==> config.mk <==
export PLATFORM = sky130hd
export DESIGN_NAME = prog_counter_n
export DESIGN_NICKNAME = d
export VERILOG_FILES = /design/src/rtl/prog_counter_n.sv
export SDC_FILE = /design/constraint.sdc
export NUM_CORES = 1
export LEC_CHECK = 0
export CAP_MARGIN = 20
export CORE_UTILIZATION = 50
export CTS_CLUSTER_SIZE = 30
export DETAILED_ROUTE_END_ITERATION = 6
export GPL_ROUTABILITY_DRIVEN = 0
export PLACE_DENSITY_LB_ADDON = 0.15
export SLEW_MARGIN = 20
export SYNTH_ARGS = -nofsm -noshare
export SYNTH_HDL_FRONTEND = slang
export SYNTH_SLANG_ARGS = --single-unit
==> constraint.sdc <==
create_clock -name CLK -period 4.7 [get_ports CLK]
set_input_delay 0.94 -clock CLK [delete_from_list [all_inputs] [get_ports CLK]]
set_output_delay 0.94 -clock CLK [all_outputs]
set_load 0.01 [all_outputs]
==> src/rtl/prog_counter_n.sv <==
// Programmable up/down counter with stop-or-wrap terminal handling and a terminal-count pulse.
// Define PROG_CNT_BCD_EN to add the registered binary-to-BCD output bcd_out.
module prog_counter_n #(
    parameter int WIDTH      = 7,
    parameter int MAX_VAL    = 99,
    parameter int BCD_DIGITS = 2
) (
    input  logic             CLK,
    input  logic             RST_N,
    input  logic             run,
    input  logic             en,
    input  logic             dir,
    input  logic             wrap,
    input  logic [WIDTH-1:0] max_count,
    output logic [WIDTH-1:0] count_out,
    output logic             done,
    output logic             tc,
    output logic [1:0]       fsm_state
`ifdef PROG_CNT_BCD_EN
    ,
    output logic [4*BCD_DIGITS-1:0] bcd_out
`endif
);

    typedef enum logic [1:0] {
        IDLE  = 2'd0,
        COUNT = 2'd1,
        DONE  = 2'd2
    } state_t;

    localparam logic [WIDTH-1:0] MAX_LIM = WIDTH'(MAX_VAL);
    localparam logic [WIDTH-1:0] ONE     = WIDTH'(1);

    state_t           state;
    logic [WIDTH-1:0] lim_q;
    logic             dir_q;
    logic             wrap_q;

    logic [WIDTH-1:0] lim_in;
    logic [WIDTH-1:0] start_in;
    logic [WIDTH-1:0] start_val;
    logic [WIDTH-1:0] term_val;
    logic [WIDTH-1:0] step_val;
    logic             at_term;
    logic             step_hits_term;

    // Values seen on the program inputs, used only while run is low.
    always_comb begin
        lim_in   = (max_count > MAX_LIM) ? MAX_LIM : max_count;
        start_in = dir ? lim_in : '0;
    end

    // Values derived from the latched configuration, used while counting.
    always_comb begin
        start_val      = dir_q ? lim_q : '0;
        term_val       = dir_q ? '0 : lim_q;
        step_val       = dir_q ? (count_out - ONE) : (count_out + ONE);
        at_term        = (count_out == term_val);
        step_hits_term = (step_val == term_val);
    end

    always_ff @(posedge CLK or negedge RST_N) begin
        if (!RST_N) begin
            state     <= IDLE;
            lim_q     <= '0;
            dir_q     <= 1'b0;
            wrap_q    <= 1'b0;
            count_out <= '0;
            done      <= 1'b0;
            tc        <= 1'b0;
        end else if (!run) begin
            state     <= IDLE;
            lim_q     <= lim_in;
            dir_q     <= dir;
            wrap_q    <= wrap;
            count_out <= start_in;
            done      <= 1'b0;
            tc        <= 1'b0;
        end else begin
            case (state)
                IDLE, COUNT: begin
                    if (lim_q == '0) begin
                        // Start equals terminal: flag on entry, then on every enabled edge.
                        tc <= (state == IDLE) || en;
                        if (!wrap_q) begin
                            state <= DONE;
                            done  <= 1'b1;
                        end else begin
                            state <= COUNT;
                        end
                    end else begin
                        state <= COUNT;
                        if (en) begin
                            if (at_term) begin
                                count_out <= start_val;
                                tc        <= 1'b0;
                            end else begin
                                count_out <= step_val;
                                tc        <= step_hits_term;
                                if (step_hits_term && !wrap_q) begin
                                    state <= DONE;
                                    done  <= 1'b1;
                                end
                            end
                        end else begin
                            tc <= 1'b0;
                        end
                    end
                end
                DONE: begin
                    tc <= 1'b0;
                end
                default: begin
                    state <= IDLE;
                    tc    <= 1'b0;
                    done  <= 1'b0;
                end
            endcase
        end
    end

    assign fsm_state = state;

`ifdef PROG_CNT_BCD_EN
    // Enough internal digits to hold any WIDTH-bit value; excess digits drive saturation.
    localparam int FULL_DIGITS = ((WIDTH + 2) / 3 > BCD_DIGITS) ? (WIDTH + 2) / 3 : BCD_DIGITS;

    logic [4*FULL_DIGITS-1:0] bcd_acc;
    logic [4*BCD_DIGITS-1:0]  bcd_next;
    logic                     bcd_ovf;

    always_comb begin
        bcd_acc = '0;
        for (int i = WIDTH - 1; i >= 0; i--) begin
            for (int d = 0; d < FULL_DIGITS; d++) begin
                if (bcd_acc[4*d +: 4] >= 4'd5) begin
                    bcd_acc[4*d +: 4] = bcd_acc[4*d +: 4] + 4'd3;
                end
            end
            bcd_acc = {bcd_acc[4*FULL_DIGITS-2:0], count_out[i]};
        end
        bcd_ovf = 1'b0;
        for (int d = BCD_DIGITS; d < FULL_DIGITS; d++) begin
            if (bcd_acc[4*d +: 4] != 4'd0) begin
                bcd_ovf = 1'b1;
            end
        end
        bcd_next = bcd_ovf ? {BCD_DIGITS{4'h9}} : bcd_acc[4*BCD_DIGITS-1:0];
    end

    always_ff @(posedge CLK or negedge RST_N) begin
        if (!RST_N) begin
            bcd_out <= '0;
        end else begin
            bcd_out <= bcd_next;
        end
    end
`else
    // Binary-only build: no converter and no bcd_out port.
`endif

endmodule

==> results list <==
- Of the total synthesized cell area, the portion taken by AND, OR, NAND and NOR gates is 0.209.
- The initial utilization of the core area, before any placement, comes to 0.527.
- Die height: 58.7 um
- Gr usage total: 0.245
- Remaining antenna violation count after routing: 0
* Required @ worst endpoint: 4890 ps
- Count of instances resized after the clock tree is built: 0
- Hold repair after CTS inserted 0 buffers.
* Final clock period utilization by the worst path: 0.617
* Dominant combinational cell family by area after synthesis: compound AO/OA/AOI/OAI gates
- Die W: 58.7 um
- Broken down by cell family, the worst path's largest delay share belongs to compound AO/OA/AOI/OAI gates.
* Share of total power in the clock network: 0.160
- Post-route minimum period: 2900 ps
* Area share of the largest cell type after synthesis: 0.311
- Post-synth top cells: sky130_fd_sc_hd__nand2_1 (23), sky130_fd_sc_hd__dfrtp_1 (20), sky130_fd_sc_hd__nor2_1 (16), sky130_fd_sc_hd__o21ai_0 (15), sky130_fd_sc_hd__xnor2_1 (12)
* Synth Area in Compound Gates: 0.265
* Part of the power in combinational logic: 0.450
- The tightest hold path in the finished design has a slack of 555 ps.
- The largest individual stage delay along the critical path comes from the cell sky130_fd_sc_hd__dfrtp_1.
- Area overhead of the layout relative to synthesis: 16.0%
- The analysis attributes to net switching a power of 0.000230 W.
- Number of DRC violations after detailed-routing iteration 0: 77
- Vias post-DR: 1427
- Layout cells sized above 1: 0.0842
- Mean routed wirelength per cell: 15.1 um
* Standard-cell rows: 20
- The worst setup path is of the flop to flop kind.
- Root cell of the clock tree: sky130_fd_sc_hd__clkbuf_4
* Boundary pin count: 24
- Cell with the most instances after synthesis: sky130_fd_sc_hd__nand2_1
- After detailed placement, the design holds a cell count of 242.
- Arrival time reported for the critical path endpoint: 3090 ps
- CP startpoint kind: flop
- Remaining max-slew budget at the tightest pin: 0.382
* Hold WC Path Type: flop to flop
- Total setup violations reported at the end of the flow: 0
- Ranked by total cell area, the synthesized netlist is headed by sky130_fd_sc_hd__dfrtp_1 (31%), sky130_fd_sc_hd__xnor2_1 (6.5%), sky130_fd_sc_hd__nand2_1 (5.4%).
* CTS tree: done
- Die area: 3450 um^2
- Synthesis produced 185 cells.
- Via count of the first global-routing pass: 1314
- For this design the ratio of total power to cell area is 324 nW/um^2.
* Worst-path cell chain: ha_1 -> a21o_1 -> or3_4 -> a22o_1 -> a2111oi_4 -> a21oi_2 -> o21ba_1
- Across the VDD grid, the largest voltage drop is 0.202 mV.
* Util after Layout: 0.611
- In this run the worst path has a maximum fanout of 21.
- No sink is reached through more buffers than the 2 on the longest clock path.
- Total nets after synthesis: 204
* Fraction of synthesized cell area in xor and xnor cells: 0.0817
- The internal power of the cells totals 0.000374 W.
- Of all flip-flops after synthesis, the portion carrying an async set or reset was 1.00.
* Setup skew after layout: 3.21 ps
- LEAKAGE: 0.733 nW
* Pin count of the biggest net entering global routing: 30
* Final hold violation count: 0
- Counting both buffers and inverters, the worst setup path holds a total of 0.
* Depth of the CTS H-tree: 1
- For this run, global-route usage on met1 was measured as 0.359.
- Synth Area per Inst: 8.69 um^2
- Clock-pin slew was measured on the worst setup and hold paths at 110 ps.
* Total CTS buffers: 3
- Met2 track demand over resource: 0.394
- Of the total synthesized cell area, the portion taken by full adders, half adders and majority gates is 0.0514.
- Insertion delay to the later sink of the worst-skew pair: 290 ps
* Sequential-to-total area share from yosys stat: 0.311
* Post-CTS setup buffer count: 0
- Number of remaining DRC errors: 0
- Port buffering added 23 buffers.
- Status: finished clean
- The core region is 3050 um^2.
- Summed over all nets, the half-perimeter wirelength after detailed placement is 2830 um.
- Of the total power, the share spent switching nets is 0.381.
- The first global-routing pass estimated 6370 um of wire.
- The first detailed-routing pass ran for 4 iterations.
- Via count normalized by instance count: 5.80
- Busiest grt layer: met2
* Maxcap violations: 0
- Counting flops with a built-in enable in the synthesized netlist gives 0.
* Seq pwr share: 0.390
- Top cell type by total area after synthesis: sky130_fd_sc_hd__dfrtp_1
- Highest Clock Rate: 345 MHz
- Worst-Margin Slew: 924 ps
- After global routing the overflow that remains totals 0.
- Register bit count reported by yosys: 20
* Post-synthesis instance area: 1610 um^2
- Post-layout instance count excluding filler cells: 246
* Worst Slack Setup Final: 1800 ps
- Among all flip-flop cells after synthesis, the most frequent one is sky130_fd_sc_hd__dfrtp_1.
- Wires add up to 3710 um.
- The largest single stage delay on the critical path is 790 ps.
- Max Transition Viols Final: 0
* Clock Sinks: 20
- Warnings, synthesis: 0
- STA classifies the critical path endpoint as a flop.
- The final layout contains 222 nets.
* Final total negative setup slack: 0 ps
- Of the post-synthesis cell area, the part taken by muxes is 0.0350.
- The repair_antennas step left the layout with diodes totalling 0.
- The number of antenna violations at the first check in global routing was 0.
- The number of different library cells used by synthesis comes to 50.
* Unrepaired setup endpoints after global routing: false
- Post-Place Setup Slack: 1730 ps
- For met3 alone, demand over resource in global routing was 0.0132.
-- cell usage in the layout (no fill, tap or decap), drive strengths merged, types with 2 or more instances in the layout --
master	instances
a211oi	5
a221oi	2
o311ai	2
mux2	5
dfrtp	20
nand2	23
ha	5
nor2b	2
nand3	4
a31oi	4
a2111oi	2
a21o	3
nand2b	5
a21oi	13
nor2	16
nor3	2
inv	3
xnor2	12
nand4	3
o32ai	2
nor4bb	3
clkdlybuf4s50	23
clkbuf	4
o31ai	2
and3	3
xor2	3
o21ai	15
-- kinds of logic after synthesis --
family | count (synthesis)
multiplexers | 5
adder cells (fa/ha/maj) | 6
buffers and inverters | 13
flip-flops | 20
AND/OR/NAND/NOR | 66
XOR/XNOR | 15
AO/OA/AOI/OAI | 60
-- power by group through the flow --
stage	registers, W	logic [W]	clock network, W
4_1_cts	0.000234	0.000272	0.000100
3_3_place_gp	0.000236	0.000264	0
2_1_floorplan	0.000222	0.000207	0
3_5_place_dp	0.000237	0.000270	0
5_1_grt	0.000239	0.000301	0.000109
6_report	0.000235	0.000272	0.0000964
-- state kept, by name, summed over array words and instances (netlist names) --
signal and flops:
count_out 7, lim_q 7, fsm_state 2, dir_q 1
done 1, tc 1, wrap_q 1
-- worst reg2reg max path, cell delays in order, from the launching register on --
cell	delay (ps)
sky130_fd_sc_hd__dfrtp_1	790
sky130_fd_sc_hd__ha_1	430
sky130_fd_sc_hd__a21o_1	210
sky130_fd_sc_hd__or3_4	380
sky130_fd_sc_hd__a22o_1	270
sky130_fd_sc_hd__a2111oi_4	420
sky130_fd_sc_hd__a21oi_2	120
sky130_fd_sc_hd__o21ba_1	180
-- through the flow --
stage	total power, W	instance area, um^2
detailed placement	0.000508	1830
global route	0.000650	1860
floorplan	0.000429	1610
CTS	0.000606	1860
global placement	0.000500	1830
finish	0.000603	1860
-- area by class of cell --
class / count / area [um^2]
Tap cell: 44 / 55.1
Fill cell: 290 / 1190
Sequential cell: 20 / 500
Multi-Input combinational cell: 152 / 1030
Timing Repair Buffer: 23 / 230
Clock buffer: 4 / 36.3
Inverter: 3 / 11.3
-- path summary, 6_finish.rpt --
kind	from	to	slack, ps	cells past startpoint
max in group asynchronous	RST_N	count_out[6]$_DFFE_PN0P_	2980	1
min in group asynchronous	RST_N	count_out[1]$_DFFE_PN0P_	1160	1
max reg2reg	dir_q$_DFFE_PN0N_	fsm_state[0]$_DFFE_PN0P_	1800	7
min reg2reg	done$_DFFE_PN0P_	done$_DFFE_PN0P_	560	2
max	dir_q$_DFFE_PN0N_	fsm_state[0]$_DFFE_PN0P_	1800	7
min	done$_DFFE_PN0P_	done$_DFFE_PN0P_	560	2
-- metal layers --
layer,vias to the layer above,share of wire,wire length (um)
met5,-,0,0
met4,0,0.0051,19
met3,2,0.046,172
met2,41,0.47,1750
met1,665,0.48,1770
li1,719,-,-
Note: power is estimated with default switching activity, not from simulation.
